### src/rtl/crc_ctx_arbiter.sv
// Shares one CRC32 custom-instruction engine between two requesters, each with a private
// CRC context that is swapped in and out of the engine lazily on ownership change.
module crc_ctx_arbiter #(
    parameter logic [31:0] CTX_INIT     = 32'hFFFFFFFF,
    parameter int unsigned DONE_TIMEOUT = 15
) (
    input  logic        clk,
    input  logic        reset,
    input  logic        r0_valid,
    output logic        r0_ready,
    input  logic [1:0]  r0_op,
    input  logic [2:0]  r0_len,
    input  logic [31:0] r0_dataa,
    input  logic [31:0] r0_datab,
    output logic        r0_rsp_valid,
    output logic [31:0] r0_rsp_data,
    output logic        r0_rsp_err,
    input  logic        r1_valid,
    output logic        r1_ready,
    input  logic [1:0]  r1_op,
    input  logic [2:0]  r1_len,
    input  logic [31:0] r1_dataa,
    input  logic [31:0] r1_datab,
    output logic        r1_rsp_valid,
    output logic [31:0] r1_rsp_data,
    output logic        r1_rsp_err,
    output logic        eng_clk_en,
    output logic        eng_start,
    output logic [2:0]  eng_n,
    output logic [31:0] eng_dataa,
    output logic [31:0] eng_datab,
    input  logic        eng_done,
    input  logic [31:0] eng_result,
    output logic [1:0]  owner,
    output logic        busy
);

    localparam logic [2:0] S_IDLE    = 3'd0;
    localparam logic [2:0] S_ARB     = 3'd1;
    localparam logic [2:0] S_SAVE    = 3'd2;
    localparam logic [2:0] S_RESTORE = 3'd3;
    localparam logic [2:0] S_EXEC    = 3'd4;
    localparam logic [2:0] S_RESP    = 3'd5;

    localparam logic [1:0] OP_SET = 2'b00;
    localparam logic [1:0] OP_UPD = 2'b01;
    localparam logic [1:0] OP_GET = 2'b10;
    localparam logic [1:0] OP_RSV = 2'b11;

    localparam logic [7:0] TMO_LAST = 8'(DONE_TIMEOUT - 1);

    logic [2:0]  state_q;
    logic [31:0] ctx0_q, ctx1_q;
    logic [1:0]  owner_q;
    logic        rr_q;
    logic        win_q;
    logic [2:0]  exec_n_q;
    logic [31:0] a_q, b_q;
    logic        eng_act_q, eng_first_q;
    logic [7:0]  tcnt_q;
    logic [31:0] rsp_data_q;
    logic        rsp_err_q;

    logic        any_valid, arb_win, is_owner, bad_cmd;
    logic [1:0]  sel_op;
    logic [2:0]  sel_len;
    logic [31:0] sel_a, sel_b, win_ctx, cur_ctx;

    always_comb begin
        any_valid = r0_valid | r1_valid;
        arb_win   = (r0_valid & r1_valid) ? rr_q : r1_valid;
        sel_op    = arb_win ? r1_op    : r0_op;
        sel_len   = arb_win ? r1_len   : r0_len;
        sel_a     = arb_win ? r1_dataa : r0_dataa;
        sel_b     = arb_win ? r1_datab : r0_datab;
        win_ctx   = arb_win ? ctx1_q   : ctx0_q;
        cur_ctx   = win_q   ? ctx1_q   : ctx0_q;
        is_owner  = owner_q[1] && (owner_q[0] == arb_win);
        bad_cmd   = (sel_op == OP_RSV) ||
                    ((sel_op == OP_UPD) && ((sel_len == 3'd0) || (sel_len > 3'd5)));
    end

    // Engine drive is derived from the active-command flag so every field drops together.
    always_comb begin
        eng_clk_en = 1'b0;
        eng_start  = 1'b0;
        eng_n      = 3'd0;
        eng_dataa  = 32'h0;
        eng_datab  = 32'h0;
        if (eng_act_q) begin
            eng_clk_en = 1'b1;
            eng_start  = eng_first_q;
            case (state_q)
                S_SAVE:    eng_n = 3'd6;
                S_RESTORE: eng_dataa = cur_ctx;
                S_EXEC: begin
                    eng_n     = exec_n_q;
                    eng_dataa = a_q;
                    eng_datab = b_q;
                end
                default: ;
            endcase
        end
    end

    assign r0_ready     = (state_q == S_ARB) && any_valid && !arb_win;
    assign r1_ready     = (state_q == S_ARB) && any_valid &&  arb_win;
    assign r0_rsp_valid = (state_q == S_RESP) && !win_q;
    assign r1_rsp_valid = (state_q == S_RESP) &&  win_q;
    assign r0_rsp_data  = r0_rsp_valid ? rsp_data_q : 32'h0;
    assign r1_rsp_data  = r1_rsp_valid ? rsp_data_q : 32'h0;
    assign r0_rsp_err   = r0_rsp_valid & rsp_err_q;
    assign r1_rsp_err   = r1_rsp_valid & rsp_err_q;
    assign owner        = owner_q;
    assign busy         = (state_q != S_IDLE);

    always_ff @(posedge clk or negedge reset) begin
        if (!reset) begin
            state_q     <= S_IDLE;
            ctx0_q      <= CTX_INIT;
            ctx1_q      <= CTX_INIT;
            owner_q     <= 2'b00;
            rr_q        <= 1'b0;
            win_q       <= 1'b0;
            exec_n_q    <= 3'd0;
            a_q         <= 32'h0;
            b_q         <= 32'h0;
            eng_act_q   <= 1'b0;
            eng_first_q <= 1'b0;
            tcnt_q      <= 8'd0;
            rsp_data_q  <= 32'h0;
            rsp_err_q   <= 1'b0;
        end else begin
            case (state_q)
                S_IDLE: if (any_valid) state_q <= S_ARB;

                S_ARB: begin
                    if (!any_valid) begin
                        state_q <= S_IDLE;
                    end else begin
                        win_q     <= arb_win;
                        a_q       <= sel_a;
                        b_q       <= sel_b;
                        rr_q      <= ~arb_win;
                        rsp_err_q <= 1'b0;
                        if (bad_cmd) begin
                            rsp_err_q  <= 1'b1;
                            rsp_data_q <= win_ctx;
                            state_q    <= S_RESP;
                        end else if ((sel_op == OP_SET) && !is_owner) begin
                            if (arb_win) ctx1_q <= sel_a;
                            else         ctx0_q <= sel_a;
                            rsp_data_q <= sel_a;
                            state_q    <= S_RESP;
                        end else if ((sel_op == OP_GET) && !is_owner) begin
                            rsp_data_q <= win_ctx;
                            state_q    <= S_RESP;
                        end else begin
                            // Owner commands go straight to the engine; others swap contexts first.
                            if (sel_op == OP_SET)      exec_n_q <= 3'd0;
                            else if (sel_op == OP_GET) exec_n_q <= 3'd6;
                            else                       exec_n_q <= sel_len;
                            if (is_owner)        state_q <= S_EXEC;
                            else if (owner_q[1]) state_q <= S_SAVE;
                            else                 state_q <= S_RESTORE;
                            eng_act_q   <= 1'b1;
                            eng_first_q <= 1'b1;
                            tcnt_q      <= 8'd0;
                        end
                    end
                end

                S_SAVE, S_RESTORE, S_EXEC: begin
                    if (!eng_act_q) begin
                        eng_act_q   <= 1'b1;
                        eng_first_q <= 1'b1;
                        tcnt_q      <= 8'd0;
                    end else begin
                        eng_first_q <= 1'b0;
                        if (eng_done) begin
                            eng_act_q <= 1'b0;
                            if (state_q == S_SAVE) begin
                                if (owner_q[0]) ctx1_q <= eng_result;
                                else            ctx0_q <= eng_result;
                                state_q <= S_RESTORE;
                            end else if (state_q == S_RESTORE) begin
                                owner_q <= {1'b1, win_q};
                                state_q <= S_EXEC;
                            end else begin
                                rsp_data_q <= (exec_n_q == 3'd0) ? a_q : eng_result;
                                state_q    <= S_RESP;
                            end
                        end else if (tcnt_q == TMO_LAST) begin
                            // Engine state is unknown after an abort, so nobody owns it.
                            eng_act_q  <= 1'b0;
                            owner_q    <= 2'b00;
                            rsp_err_q  <= 1'b1;
                            rsp_data_q <= 32'h0;
                            state_q    <= S_RESP;
                        end else begin
                            tcnt_q <= tcnt_q + 8'd1;
                        end
                    end
                end

                S_RESP:  state_q <= S_IDLE;
                default: state_q <= S_IDLE;
            endcase
        end
    end

endmodule

### config.mk
export PLATFORM = sky130hd
export DESIGN_NAME = crc_ctx_arbiter
export DESIGN_NICKNAME = d
export VERILOG_FILES = /design/src/rtl/crc_ctx_arbiter.sv
export SDC_FILE = /design/constraint.sdc
export NUM_CORES = 1
export LEC_CHECK = 0
export ABC_CLOCK_PERIOD_IN_PS = 2500
export CAP_MARGIN = 20
export CORE_ASPECT_RATIO = 2
export CORE_MARGIN = 3
export CORE_UTILIZATION = 40
export DETAILED_ROUTE_END_ITERATION = 7
export DONT_BUFFER_PORTS = 1
export SLEW_MARGIN = 30
export SYNTH_ARGS = -nofsm -noshare
export SYNTH_HDL_FRONTEND = slang
export SYNTH_SLANG_ARGS = --single-unit
### constraint.sdc
create_clock -name clk -period 2.5 [get_ports clk]
set_input_delay 0.5 -clock clk [delete_from_list [all_inputs] [get_ports clk]]
set_output_delay 0.5 -clock clk [all_outputs]
set_load 0.01 [all_outputs]
==> impl_metrics.csv, run 1 <==
group,metric,value,unit
critical_path,crit_path_start,"state_q[1]$_DFFE_PN0P_",
critical_path,crit_family,"compound AO/OA/AOI/OAI gates",
power,power.density,1291,mW/mm²
final_layout,area_growth,19.64,%
clock_tree,clkLatencyLatePin,0.45,ns
status,violations,"negative hold slack",
final_layout,final_common_cell,"nand2_1",
logic_synthesis,synth_top_area_share,26.15,%
power,p_int,10.20,mW
final_layout,post-route-util,48.62,%
power,p_switching,7.090,mW
critical_path,timing.rr.start,"state_q[1]$_DFFE_PN0P_",
logic_synthesis,yosysWarnings,0,
logic_synthesis,synth_edf_count,0,
flow_run,max_cap_viol_count,0,
logic_synthesis,yosys_register_bits,181,
grt,grt_start_max_net_pins,182,
sta,fin_crit_sh,97.92,%
logic_synthesis,synth_flop_cell,"dfrtp_1",
critical_path,crit_fanout,17,
sta,skew,0.01132,ns
sta,hold_ws,-0.2429,ns
routing,drt-initial-drc-count,636,
place,portBuffers,0,
clock_tree,cts_sinks,181,
sta,setup_tns,0,ns
power,swShare,41.00,%
routing,vias_per_cell,6.056,
sta,finalCriticalPeriod,2.448,ns
power,ir_drop,0.5488,mV
critical_path,end_kind,"register",
worst_hold_path,hp-class,"in2async",
routing,drc_errors,0,
sta,slew-limit-headroom,52.09,%
critical_path,cp_slowest_cell,"dfrtp_2",
grt,grt_usage,26.30,%
place,place_hpwl,28530,µm
final_layout,final_cell_area,0.01339,mm²
critical_path,worstPathCellList,"buf_4 -> buf_4 -> nor3b_4 -> o21ai_4 -> o32a_1 -> a221oi_4 -> buf_12 -> mux2_2",
clock_tree,path_clk_slew,0.07,ns
floorplan,die_w,124.3,µm
power,p_comb_share,49.2,%
critical_path,critical_path_required,2.87,ns
power,clockPowerShare,17.0,%
place,place_inst,1629,
floorplan,rows,86,
final_layout,layout_common_cells,"nand2_1, o21ai_0, dfrtp_1",
sta,fin_ws,0.05210,ns
place,pre_cts_slack,0.1174,ns
critical_path,crit_top_cell,"buf_4",
power,seq_power_share,33.7,%
critical_path,arrival,2.82,ns
power,total_power,17.29,mW
clock_tree,clk_path_buf_depth,2,
sta,worst_pin_slew,0.7186,ns
sta,fmax,0.4085,GHz
final_layout,finalNetCount,1493,
floorplan,start_util,40.64,%
logic_synthesis,synth.largest_area_cell,"dfrtp_1",
final_layout,layout.cells.non_filler,1682,
routing,ant_nets,0,
routing,drt-wirelength-per-cell,24.97,µm
logic_synthesis,synth-async-reset-ratio,100.0,%
critical_path,cpPeakStageDelay,0.43,ns
routing,via_count,10190,
logic_synthesis,syn-cell-area,0.01120,mm²
status,status,"finished, violations left",
place,gp_routability_congestion,0.8871,
power,p_leak,5.442,nW
routing,drt-total-wl,42010,µm
grt,antenna_found_initial,0,
place,dpl_cell_area,0.01225,mm²
logic_synthesis,syn-num-nets,1450,
floorplan,io_pins,317,
logic_synthesis,ys_seq_area_share,41.17,%
logic_synthesis,yosysUniqueCellTypes,54,
logic_synthesis,syn_area_per_cell,8.795,µm²
sta,setup_viol,0,
critical_path,path_class,"reg2reg",
clock_tree,cts_tree,"done",
logic_synthesis,synth_cells,1273,
critical_path,cp.buffers_inverters,3,
clock_tree,htreeDepth,4,
sta,hold_viol_final,149,
sta,finalMaxSlewViolations,0,
final_layout,drive_gt1_share,29.65,%
floorplan,die_h,242.6,µm
clock_tree,cts_root_buf,"clkbuf_16",
grt,overflow,0,
critical_path,setup.worst_path.start_class,"register",
grt,grt_pass1_vias,10560,
floorplan,design.core.area,0.02755,mm²
clock_tree,numCtsBuffers,17,
sta,rsz0062_at_grt,"true",
logic_synthesis,synthTopCellsByArea,"dfrtp_1, dfstp_2, mux2_2, o21ai_0, nand2_1",
floorplan,fp.dieArea,0.03016,mm²
grt,grt_pass1_wl,61480,µm
routing,dr.pass1.iters,5,
what timing repair did:
action                     4_1_cts  5_1_grt
buffers inserted                 6        8
resized for setup               30       66
setup endpoints to repair      126      122
cloned                           2        4
pin swaps                        2        3
hold endpoints to repair       181      181
cell families after synthesis:
logic type | count (synthesis) | synth area share [%]
mux | 166 | 15.94
simple gates | 448 | 18.43
fa+ha+maj | 2 | 0.2235
xor+xnor | 2 | 0.1565
compound gates | 359 | 19.58
buf+inv | 115 | 4.504
flops | 181 | 41.17
per-layer routing:
layer | track usage [%] | share of wire (%) | vias up
li1 | - | - | 4599
met2 | 48.26 | 54 | 454
met4 | 14.43 | 5.0 | 0
met1 | 27.32 | 35 | 5027
met5 | 0 | 0 | -
met3 | 6.012 | 6.3 | 107
area by class of cell:
class	instances	area (µm²)
multi-input cells	977	6365
clock buffers	24	491.7
repair buffers	130	1300
well taps	352	440.4
flip-flops and latches	181	4614
fillers	2665	14150
clock inverters	8	146.4
inverters	9	33.78
diodes	1	2.502
path summary, 6_finish.rpt:
check	end	slack, ns	cells after the start
max	ctx1_q[10]$_DFFE_PN1P_	0.05	8
min	a_q[27]$_DFFE_PN0P_	-0.24	0
max reg2reg	ctx1_q[10]$_DFFE_PN1P_	0.05	8
min reg2reg	a_q[14]$_DFFE_PN0P_	0.51	2
max in group asynchronous	ctx1_q[9]$_DFFE_PN1P_	2.38	0
min in group clk	b_q[19]$_DFFE_PN0P_	0.19	2
power groups by stage:
| stage | sequential (mW) | combinational (mW) | clock (mW) |
|---|---|---|---|
| 6_report | 5.84 | 8.51 | 2.94 |
| 5_1_grt | 6.03 | 9.25 | 3.12 |
| 4_1_cts | 5.81 | 8.10 | 3.01 |
| 3_5_place_dp | 5.85 | 7.82 | 0 |
| 3_3_place_gp | 5.79 | 7.67 | 0 |
| 2_1_floorplan | 5.43 | 5.38 | 0 |
Yosys cell counts (2+ instances only):
cell	instances
buf_2	13
or2_2	2
o221ai_1	35
nor3_1	9
nand3_1	6
nand2_1	220
ha_1	2
a211oi_1	5
o21ai_0	179
nand4_1	3
nor4_1	2
mux2i_1	68
nand2b_1	3
nor2b_1	6
inv_1	9
o211ai_1	2
buf_1	6
clkbuf_1	79
a21o_1	2
a21oi_1	53
and2_1	104
mux2_1	2
a2bb2oi_1	2
mux2_2	96
dfrtp_1	117
or3_1	5
a21boi_0	3
dfstp_2	64
and3_1	4
a31oi_1	34
a41oi_1	30
nor2_1	79
o32ai_1	2
buf_6	7
state kept, by name (all words and copies together), names as in the netlist, 2 cells and up:
name and flops:
state_q 3, a_q 32, owner 2, ctx0_q 32, tcnt_q 8, exec_n_q 3, ctx1_q 32, b_q 32
rsp_data_q 32
No activity file was read; power rests on OpenSTA's default activity.
==> run 2: changes to the inputs <==
--- a/config.mk
+++ b/config.mk
@@ -9,9 +9,10 @@
 export CAP_MARGIN = 20
 export CORE_ASPECT_RATIO = 2
 export CORE_MARGIN = 3
-export CORE_UTILIZATION = 40
+export CORE_UTILIZATION = 55
 export DETAILED_ROUTE_END_ITERATION = 7
 export DONT_BUFFER_PORTS = 1
+export PLACE_DENSITY = 0.7
 export SLEW_MARGIN = 30
 export SYNTH_ARGS = -nofsm -noshare
 export SYNTH_HDL_FRONTEND = slang
==> run 2 against run 1 <==
The flow finishes with violations (negative hold slack, negative setup slack). Cell count fell by 5.8%. Non-clock buffer count shrank 7. Setup slack got worse by 0.060 ns. Count of clock-buffer cells in the layout fell by 4. Combinational power down 1%. Power down 0.15%. Sequential share of layout area rose by 0.55 points. Global-route usage increased by 9.2 points. Critical path depth fell by 2. Via count up 1.6%. Utilization rose by 18 points. Sequential power is 0.9% higher. Critical endpoint is now r0_rsp_data[28]. Largest cell class unchanged. Highest routed layer unchanged.
==> impl_metrics.csv, run 2 (synthesis gave the netlist of run 1 again) <==
group,metric,value,unit
critical_path,arrival,2.01,ns
floorplan,start_util,56.23,%
critical_path,r2r_slack,0.02,ns
place,pre_cts_slack,0.05819,ns
grt,grt_pass1_wl,60010,µm
critical_path,endpoint,"r0_rsp_data[28]",
clock_tree,clk_path_buf_depth,2,
power,power.density,1309,mW/mm²
grt,antenna_found_initial,0,
final_layout,post-route-util,66.24,%
status,status,"finished, violations left",
place,dpl_cell_area,0.01211,mm²
final_layout,antennaDiodeCount,0,
critical_path,reg2reg_depth,8,
sta,skew,0.01006,ns
critical_path,r2r-end,"ctx1_q[30]$_DFFE_PN1P_",
sta,setup_tns,-0.02015,ns
power,ir_drop,0.7992,mV
worst_hold_path,hp-class,"in2async",
final_layout,final_common_cell,"nand2_1",
critical_path,setup.worst_path.start_class,"register",
final_layout,fill_cells,1692,
routing,drt-initial-drc-count,720,
sta,fin_crit_sh,100.3,%
final_layout,area_growth,17.80,%
sta,finalCriticalPeriod,2.508,ns
place,place_inst,1535,
final_layout,multi_input_area,0.006387,mm²
clock_tree,clkLatencyLatePin,0.45,ns
sta,hold_viol_final,117,
sta,fin_ws,-0.008048,ns
critical_path,end_kind,"output port",
critical_path,timing.rr.start,"state_q[2]$_DFFE_PN0P_",
critical_path,critical_path_required,2.00,ns
power,p_leak,5.409,nW
clock_tree,cts_root_buf,"clkbuf_16",
sta,worst_pin_slew,0.7404,ns
final_layout,final_cell_area,0.01319,mm²
critical_path,crit_path_start,"state_q[1]$_DFFE_PN0P_",
place,portBuffers,0,
critical_path,path_class,"reg2out",
floorplan,rows,73,
floorplan,fp.dieArea,0.02221,mm²
routing,drc_errors,0,
routing,vias_per_cell,6.531,
final_layout,drive_gt1_share,29.65,%
status,violations,"negative hold slack, negative setup slack",
clock_tree,numCtsBuffers,17,
grt,grt_usage,35.50,%
place,place_hpwl,26780,µm
sta,finalMaxSlewViolations,0,
grt,grt_pass1_vias,10870,
final_layout,layout_common_cells,"nand2_1, o21ai_0, dfrtp_1",
grt,overflow,0,
routing,drt-total-wl,39730,µm
final_layout,seq_area,0.004616,mm²
routing,top_layer,"met4",
sta,hold_ws,-0.2562,ns
routing,dr.pass1.iters,5,
floorplan,design.core.area,0.01991,mm²
grt,grt_start_max_net_pins,182,
place,gp_routability_congestion,0.9758,
critical_path,crit_fanout,21,
floorplan,die_w,106.9,µm
clock_tree,cts_tree,"done",
floorplan,io_pins,317,
final_layout,layout.cells.non_filler,1584,
routing,via_count,10350,
routing,met2_length,21140,µm
clock_tree,path_clk_slew,0.07,ns
sta,fmax,0.3987,GHz
sta,slew-limit-headroom,50.64,%
routing,wl_met3,3104,µm
final_layout,finalNetCount,1486,
routing,met1_length,12870,µm
floorplan,die_h,207.8,µm
routing,ant_nets,0,
power,total_power,17.27,mW
sta,rsz0062_at_grt,"true",
routing,drt-wirelength-per-cell,25.08,µm
sta,setup_viol,3,
flow_run,max_cap_viol_count,0,
clock_tree,cts_sinks,181,
clock_tree,htreeDepth,4,
run 2: cell types whose count changed in the layout (fill, tap and decap cells not counted), sizes merged:
cell | previous run | this run
buf | 127 | 120
bufbuf | 0 | 1
clkbuf | 27 | 22
clkinv | 3 | 5
diode | 1 | 0
inv | 9 | 11
run 2: cell type report:
cell class                      instances  share of cell area [%]
Clock inverter                         12                   1.319
Multi-Input combinational cell        977                   48.43
Timing Repair Buffer                  123                   8.975
Sequential cell                       181                   35.00
Tap cell                              262                   2.486
Inverter                                9                  0.2561
Clock buffer                           20                   3.539
run 2: worst min-delay path by stage:
stage,from,to,slack (ns),cells after the start
after CTS,reset,rsp_data_q[3]$_DFFE_PN0P_,-0.28,0
after global placement,reset,tcnt_q[2]$_DFFE_PN0P_,0.21,0
final,reset,tcnt_q[2]$_DFFE_PN0P_,-0.26,0
after global routing,reset,tcnt_q[2]$_DFFE_PN0P_,-0.28,0
after floorplan,reset,a_q[0]$_DFFE_PN0P_,0.20,0
after detailed placement,reset,tcnt_q[2]$_DFFE_PN0P_,0.21,0
run 2: per-layer routing:
metal  GRT usage (%)  vias up
met5               0        -
met4           24.90        0
met3           9.368      175
met2           62.65      602
met1           35.22     4971
li1                -     4597
run 2: power by group:
group | total [mW] | switching [mW] | leakage, nW | internal (mW)
combinational | 8.41 | 4.80 | 3.04 | 3.62
clock | 2.96 | 1.21 | 0.317 | 1.75
sequential | 5.89 | 1.13 | 2.05 | 4.75
total | 17.3 | 7.14 | 5.41 | 10.1
run 2: timing repair:
item,in CTS,in global routing
setup buffers,6,6
gates resized for setup,25,66
hold endpoints to repair,181,142
pin swaps,1,3
gates cloned,2,3
endpoints found under the setup margin,105,122
run 2: critical path: stages (launching register included):
cell and delay [ns]:
dfrtp_2 0.48, buf_4 0.20, nor2b_4 0.19, nand2_1 0.12, nor2_4 0.16, buf_12 0.19
and2_1 0.19
==> run 3: changes to the inputs <==
--- a/config.mk
+++ b/config.mk
@@ -5,7 +5,6 @@
 export SDC_FILE = /design/constraint.sdc
 export NUM_CORES = 1
 export LEC_CHECK = 0
-export ABC_CLOCK_PERIOD_IN_PS = 2500
 export CAP_MARGIN = 20
 export CORE_ASPECT_RATIO = 2
 export CORE_MARGIN = 3
==> results of run 3 <==
Same layout as run 2: the final DEF is identical, and so are final timing and power.
